==> config.mk <==
export PLATFORM = sky130hd
export DESIGN_NAME = gpu_fill_engine
export DESIGN_NICKNAME = d
export VERILOG_FILES = /design/src/rtl/gpu_fill_engine.sv
export SDC_FILE = /design/constraint.sdc
export NUM_CORES = 1
export LEC_CHECK = 0
export ABC_AREA = 0
export BUFFER_PORTS_ARGS = -buffer_cell sky130_fd_sc_hd__buf_2
export CELL_PAD_IN_SITES_DETAIL_PLACEMENT = 1
export CELL_PAD_IN_SITES_GLOBAL_PLACEMENT = 2
export CORE_AREA = 2 2 194 196
export CTS_CLUSTER_DIAMETER = 50
export DETAILED_ROUTE_END_ITERATION = 10
export DIE_AREA = 0 0 196 198
export PLACE_DENSITY_LB_ADDON = 0.1
export SYNTH_ARGS = -nofsm -noshare
export SYNTH_HDL_FRONTEND = slang
export SYNTH_HIERARCHICAL = 1
export SYNTH_SLANG_ARGS = --single-unit
==> constraint.sdc <==
create_clock -name clk -period 8.4 [get_ports clk]
set_clock_uncertainty 0.2 [all_clocks]
set_input_delay 1.26 -clock clk [delete_from_list [all_inputs] [get_ports clk]]
set_output_delay 1.26 -clock clk [all_outputs]
set_load 0.01 [all_outputs]
==> src/rtl/gpu_fill_engine.sv <==
// Small first-word-fall-through queue holding pending drawing ops.
// Latency: a pushed entry is visible at head_dat one edge after the push.
// Backpressure: push is ignored while full; pop in the same cycle does not free a slot.
module gpu_fill_fifo #(
    parameter int WIDTH = 8,
    parameter int DEPTH = 4,
    localparam int AW = $clog2(DEPTH),
    localparam int LW = $clog2(DEPTH + 1)
) (
    input  logic             clk,
    input  logic             rst,
    input  logic             clr,
    input  logic             push_vld,
    input  logic [WIDTH-1:0] push_dat,
    input  logic             pop_vld,
    output logic [WIDTH-1:0] head_dat,
    output logic             full,
    output logic             empty,
    output logic [LW-1:0]    level
);
    logic [WIDTH-1:0] mem [DEPTH];
    logic [AW-1:0]    wr_ptr;
    logic [AW-1:0]    rd_ptr;
    logic             do_push;
    logic             do_pop;

    assign full     = (level == LW'(DEPTH));
    assign empty    = (level == '0);
    assign do_push  = push_vld & ~full & ~clr;
    assign do_pop   = pop_vld & ~empty & ~clr;
    assign head_dat = mem[rd_ptr];

    // DEPTH is a power of two, so the pointers wrap on their own.
    always_ff @(posedge clk or negedge rst) begin
        if (!rst) begin
            wr_ptr <= '0;
            rd_ptr <= '0;
            level  <= '0;
        end else if (clr) begin
            wr_ptr <= '0;
            rd_ptr <= '0;
            level  <= '0;
        end else begin
            if (do_push) wr_ptr <= wr_ptr + 1'b1;
            if (do_pop)  rd_ptr <= rd_ptr + 1'b1;
            if (do_push && !do_pop)      level <= level + 1'b1;
            else if (!do_push && do_pop) level <= level - 1'b1;
        end
    end

    always_ff @(posedge clk) begin
        if (do_push) mem[wr_ptr] <= push_dat;
    end
endmodule

// Rectangle-fill / frame-clear raster engine writing one clipped pixel per enabled clock.
// Latency: first wr_en registered 3 edges after an op is accepted into an idle engine.
// Backpressure: op_ready = !fifo_full & !flush; ce low stalls popping and drawing only.
module gpu_fill_engine #(
    parameter int HOR_ACTIVE_PIXELS = 640,
    parameter int VER_ACTIVE_PIXELS = 480,
    parameter int COLOR_WIDTH       = 1,
    parameter int FIFO_DEPTH        = 4,
    localparam int X_W    = $clog2(HOR_ACTIVE_PIXELS),
    localparam int Y_W    = $clog2(VER_ACTIVE_PIXELS),
    localparam int ADDR_W = $clog2(HOR_ACTIVE_PIXELS * VER_ACTIVE_PIXELS),
    localparam int LVL_W  = $clog2(FIFO_DEPTH + 1)
) (
    input  logic                   clk,
    input  logic                   rst,
    input  logic                   ce,
    input  logic                   flush,
    input  logic                   op_valid,
    output logic                   op_ready,
    input  logic                   op_kind,
    input  logic [X_W-1:0]         op_x,
    input  logic [Y_W-1:0]         op_y,
    input  logic [X_W:0]           op_w,
    input  logic [Y_W:0]           op_h,
    input  logic [COLOR_WIDTH-1:0] op_color,
    output logic                   wr_en,
    output logic [ADDR_W-1:0]      wr_addr,
    output logic [COLOR_WIDTH-1:0] wr_data,
    output logic                   op_done,
    output logic                   busy,
    output logic [LVL_W-1:0]       fifo_level
);
    typedef struct packed {
        logic                   kind;
        logic [X_W-1:0]         x;
        logic [Y_W-1:0]         y;
        logic [X_W:0]           w;
        logic [Y_W:0]           h;
        logic [COLOR_WIDTH-1:0] color;
    } op_t;

    typedef enum logic [1:0] {S_IDLE, S_LOAD, S_DRAW} state_t;

    localparam logic [X_W:0]   HOR_X = (X_W + 1)'(HOR_ACTIVE_PIXELS);
    localparam logic [X_W+1:0] HOR_S = (X_W + 2)'(HOR_ACTIVE_PIXELS);
    localparam logic [Y_W:0]   VER_Y = (Y_W + 1)'(VER_ACTIVE_PIXELS);
    localparam logic [Y_W+1:0] VER_S = (Y_W + 2)'(VER_ACTIVE_PIXELS);

    state_t state, state_nxt;
    op_t    in_op, head_op, cur_op;
    logic   fifo_full, fifo_empty;
    logic   push_vld, pop_vld;

    logic [X_W-1:0]    x0, cx;
    logic [X_W:0]      x_end;
    logic [Y_W-1:0]    cy;
    logic [Y_W:0]      y_end;
    logic [ADDR_W-1:0] addr, row_step;

    logic [X_W+1:0]    x_sum;
    logic [Y_W+1:0]    y_sum;
    logic [X_W-1:0]    ld_x0;
    logic [Y_W-1:0]    ld_y0;
    logic [X_W:0]      ld_x_end;
    logic [Y_W:0]      ld_y_end;
    logic              ld_empty;
    logic [ADDR_W-1:0] ld_base, ld_step;
    logic              row_end, last_px;

    always_comb begin
        in_op       = '0;
        in_op.kind  = op_kind;
        in_op.x     = op_x;
        in_op.y     = op_y;
        in_op.w     = op_w;
        in_op.h     = op_h;
        in_op.color = op_color;
    end

    assign op_ready = ~fifo_full & ~flush;
    assign push_vld = op_valid & op_ready;
    assign busy     = (state != S_IDLE) | ~fifo_empty;

    gpu_fill_fifo #(
        .WIDTH ($bits(op_t)),
        .DEPTH (FIFO_DEPTH)
    ) u_op_fifo (
        .clk      (clk),
        .rst      (rst),
        .clr      (flush),
        .push_vld (push_vld),
        .push_dat (in_op),
        .pop_vld  (pop_vld),
        .head_dat (head_op),
        .full     (fifo_full),
        .empty    (fifo_empty),
        .level    (fifo_level)
    );

    // Clip against the active area; the only multiply lives here, off the per-pixel path.
    always_comb begin
        x_sum    = {2'b00, cur_op.x} + {1'b0, cur_op.w};
        y_sum    = {2'b00, cur_op.y} + {1'b0, cur_op.h};
        ld_x0    = cur_op.kind ? '0 : cur_op.x;
        ld_y0    = cur_op.kind ? '0 : cur_op.y;
        ld_x_end = (cur_op.kind || x_sum > HOR_S) ? HOR_X : x_sum[X_W:0];
        ld_y_end = (cur_op.kind || y_sum > VER_S) ? VER_Y : y_sum[Y_W:0];
        ld_empty = ({1'b0, ld_x0} >= HOR_X) | ({1'b0, ld_y0} >= VER_Y) |
                   (ld_x_end <= {1'b0, ld_x0}) | (ld_y_end <= {1'b0, ld_y0});
        ld_base  = ADDR_W'(ld_y0 * HOR_ACTIVE_PIXELS) + ADDR_W'(ld_x0);
        ld_step  = ADDR_W'(HOR_ACTIVE_PIXELS) - ADDR_W'(ld_x_end - {1'b0, ld_x0}) + ADDR_W'(1);
    end

    assign row_end = ({1'b0, cx} == x_end - (X_W + 1)'(1));
    assign last_px = row_end & ({1'b0, cy} == y_end - (Y_W + 1)'(1));

    always_ff @(posedge clk or negedge rst) begin
        if (!rst) state <= S_IDLE;
        else      state <= state_nxt;
    end

    always_comb begin
        state_nxt = state;
        pop_vld   = 1'b0;
        if (flush) begin
            state_nxt = S_IDLE;
        end else if (ce) begin
            case (state)
                S_IDLE: if (!fifo_empty) begin
                    pop_vld   = 1'b1;
                    state_nxt = S_LOAD;
                end
                S_LOAD:  state_nxt = ld_empty ? S_IDLE : S_DRAW;
                S_DRAW:  if (last_px) state_nxt = S_IDLE;
                default: state_nxt = S_IDLE;
            endcase
        end
    end

    always_ff @(posedge clk or negedge rst) begin
        if (!rst) begin
            cur_op   <= '0;
            x0       <= '0;
            x_end    <= '0;
            y_end    <= '0;
            cx       <= '0;
            cy       <= '0;
            addr     <= '0;
            row_step <= '0;
            wr_en    <= 1'b0;
            wr_addr  <= '0;
            wr_data  <= '0;
            op_done  <= 1'b0;
        end else begin
            wr_en   <= 1'b0;
            op_done <= 1'b0;
            if (!flush && ce) begin
                case (state)
                    S_IDLE: if (pop_vld) cur_op <= head_op;
                    S_LOAD: begin
                        if (ld_empty) begin
                            op_done <= 1'b1;
                        end else begin
                            x0       <= ld_x0;
                            x_end    <= ld_x_end;
                            y_end    <= ld_y_end;
                            cx       <= ld_x0;
                            cy       <= ld_y0;
                            addr     <= ld_base;
                            row_step <= ld_step;
                        end
                    end
                    S_DRAW: begin
                        wr_en   <= 1'b1;
                        wr_addr <= addr;
                        wr_data <= cur_op.color;
                        if (last_px) begin
                            op_done <= 1'b1;
                        end else if (row_end) begin
                            cx   <= x0;
                            cy   <= cy + 1'b1;
                            addr <= addr + row_step;
                        end else begin
                            cx   <= cx + 1'b1;
                            addr <= addr + 1'b1;
                        end
                    end
                    default: ;
                endcase
            end
        end
    end
endmodule

==> results.cfg <==
[synthesis]
ys_seq_area_share_pct = 52.30
synth_compound_area_share_pct = 10.68
synth.distinct_cells = 79
synth_adder_area_share_pct = 7.020
synthesis.nets = 1552
synth-edff-count = 168
synth_xor_xnor_area_share_pct = 4.760
synthMuxAreaShare_pct = 11.20
async_flop_share_pct = 48.15
syn_inst = 1414
ys_seq_elements = 324
avgSynthCellArea_sq_um = 12.10
yosysWarnings = 6
synth_flop_cell = edfxtp_1
synth_simple_gate_area_share_pct = 10.81
synth_top_family_by_area = multiplexers
syn_area_sq_um = 17110

[power_and_ir_drop]
internal_power_mw = 4.467
pwr-share-seq_pct = 29.3
combinationalPowerShare_pct = 47.3
power_switching_mw = 3.035
p_clk_share_pct = 23.4
pwr_density_cell_nw_per_um2 = 389.8
total_power_mw = 7.502
leakage_nw = 7.842
netSwitchingFraction_pct = 40.46
vdd_drop_max_uv = 220.8

[sta]
finalSetupViolCount = 0
rsz0062_at_grt = no
slew_viol_final = 0
hold_viol = 0
fin_tns_setup_ns = 0
fin_crit_sh_pct = 79.29
fmaxAchievable_ghz = 0.1501
slew_headroom_pct = 35.42
worstMarginPinSlew_ns = 0.9687
period_minus_slack_ns = 6.660

[clocking]
htreeDepth = 2
clock_path_buffers = 3
cts_resized = 0
cts_root_buf = clkbuf_16
clk_latency_ns = 0.58
cts_tree = done
cts_sinks = 324
post_cts_buffers = 0
clk_pin_slew_ns = 0.06
cts_buffers = 42
cts_hold_buf = 0

[global_routing]
grt_pass1_vias = 11847
grtUsageMet1_pct = 27.70
grt_usage_pct = 21.08
grt_use_met3_pct = 3.798
grt_overflow = 0
gr-usage-met2_pct = 36.05
grt-busiest-layer = met2
antenna_found_initial = 2
grt_max_degree = 88
grt_pass1_wl_um = 63960

[critical_path]
crit_required_ns = 8.66
critPathMaxFanout = 43
crit_type = register to register
end_kind = register
reg2reg_slack_ns = 1.74
r2r_cells = 25
start_kind = register
worstPathArrival_ns = 6.93

[finish]
layout_common_cells = 168 x edfxtp_1, 154 x dfrtp_1, 110 x nand2_1, 96 x o21ai_0, 83 x ha_1
drive_above_1_share_pct = 19.46
utilization_pct = 52.08
final_net_count = 1625
syn2layout_area_growth_pct = 12.47
layout_commonest_cell = edfxtp_1
nFillCells = 3824

[route]
drt-initial-drc-count = 420
dr.pass1.iters = 5
antenna_left = 0
routedWlPerCell_um = 19.70
wl_um = 39340
vias = 11099
viasPerCell = 5.558
drc = 0

[floorplanning]
core-area_sq_um = 36960
fp-row-count = 71
io_pins = 74
die_h_um = 198
start_util_pct = 46.30
die_w_um = 196
dieArea_sq_um = 38810

[hold_path]
hold_depth = 2
hold_path.class = register to register

[outcome]
status = finished clean

[place]
routabilityCongestion = 0.8372
port_buffers = 73
hpwl_um = 27700

[flow_run]
cap_violations = 0
[state kept, by name (all words and copies together) (netlist names)]
signal / flops
u_op_fifo/wr_ptr: 2
addr: 19
u_op_fifo/rd_ptr: 2
x_end: 11
cx: 10
u_op_fifo/level: 3
x0: 10
cy: 9
state: 2
wr_addr: 19
row_step: 14
op_done: 1
wr_data: 1
u_op_fifo/mem: 168
y_end: 10
cur_op: 42
wr_en: 1
[layout make-up]
| type | count | area [sq um] | area share [%] |
|---|---|---|---|
| Antenna cell | 2 | 5.005 | 0.02600 |
| Clock buffer | 56 | 1124 | 5.838 |
| Clock inverter | 22 | 251.5 | 1.307 |
| Inverter | 61 | 229.0 | 1.190 |
| Multi-Input combinational cell | 972 | 7624 | 39.61 |
| Sequential cell | 324 | 8951 | 46.51 |
| Tap cell | 474 | 593.1 | 3.082 |
| Timing Repair Buffer | 86 | 469.2 | 2.438 |
[cell families after synthesis]
family,Yosys count
simple gates,367
compound gates,292
flops,324
xor+xnor,93
fa+ha+maj,92
buf+inv,118
mux,128
[cell usage after synthesis, types with 7 or more instances]
cell type / instances / area, sq um
o21ai_0: 96 / 480.5
nand2_1: 110 / 412.9
mux2_2: 76 / 855.8
a221oi_1: 9 / 78.83
buf_2: 12 / 60.06
and2_1: 30 / 187.7
ha_1: 84 / 1051
and3_1: 7 / 43.79
xor2_1: 35 / 306.5
fa_1: 7 / 140.1
nand4_1: 8 / 50.05
clkbuf_1: 34 / 127.6
nand2b_1: 37 / 231.5
mux2i_1: 10 / 100.1
nor2_1: 69 / 259.0
a21oi_1: 81 / 405.4
mux4_2: 38 / 855.8
o21bai_1: 10 / 75.07
dfrtp_1: 156 / 3904
o21ai_1: 7 / 35.03
nor3_1: 21 / 105.1
nand3_1: 24 / 120.1
nor2b_1: 16 / 100.1
inv_1: 61 / 229.0
xnor2_1: 58 / 508.0
or3_1: 7 / 43.79
edfxtp_1: 168 / 5045
a21o_1: 16 / 120.1
or2_2: 8 / 50.05
[through the flow]
| step | hold slack (ns) | setup slack (ns) | instances | cell area [sq um] |
|---|---|---|---|---|
| 4_1_cts | 0.2776 | 1.672 | 1995 | 19240 |
| 6_report | 0.2720 | 1.740 | 1997 | 19250 |
| 5_1_grt | 0.3067 | 0.9899 | 1995 | 19240 |
| 2_1_floorplan | 0.2402 | 3.046 | 1414 | 17110 |
| 3_3_place_gp | 0.2532 | 1.914 | 1917 | 17870 |
| 3_5_place_dp | 0.2646 | 1.706 | 1917 | 17870 |
[power groups by stage]
stage | sequential (mW) | clock [mW] | combinational (mW)
2_1_floorplan | 2.11 | 0 | 2.75
4_1_cts | 2.20 | 1.81 | 3.59
3_3_place_gp | 2.21 | 0 | 3.51
5_1_grt | 2.24 | 1.86 | 4.04
3_5_place_dp | 2.23 | 0 | 3.57
6_report | 2.20 | 1.75 | 3.55
[path summary, 6_finish.rpt]
path	from	to
max in group asynchronous	rst	u_op_fifo/rd_ptr[1]$_DFFE_PN0P_
hold / removal	row_step[4]$_DFFE_PN0P_	row_step[4]$_DFFE_PN0P_
min in group asynchronous	rst	wr_en$_DFF_PN0_
setup reg to reg	cur_op[1]$_DFFE_PN0P_	cy[8]$_DFFE_PN0P_
setup / recovery	cur_op[1]$_DFFE_PN0P_	cy[8]$_DFFE_PN0P_
hold reg to reg	row_step[4]$_DFFE_PN0P_	row_step[4]$_DFFE_PN0P_
[per-layer routing]
metal  vias up  routed length (um)
met3        59                1482
met5         -                   7
met4         2                 809
met2       168               18930
met1      5529               18110
li1       5341                   -
[worst max-delay path, cell delays in order, from the launching register on]
cell and delay [ns]:
dfrtp_1 0.38, ha_1 0.23, fa_1 0.40, a21o_1 0.17, a21oi_1 0.22, xnor2_1 0.10
or4_1 0.39, o2111a_1 0.28, nor4b_1 0.25, o21ai_0 0.11, a211oi_1 0.61, and2_1 0.27
ha_1 0.26, a21oi_1 0.15, nor2b_1 0.06, o21ai_0 0.14, o211ai_1 0.11, a21oi_1 0.17
o21bai_1 0.08, a21oi_1 0.13, a2111oi_0 0.08, and3_4 0.23, o21ai_4 0.62, buf_4 0.50
o21ai_1 0.12, a221oi_1 0.28
Power figures use the tool's default switching activity.
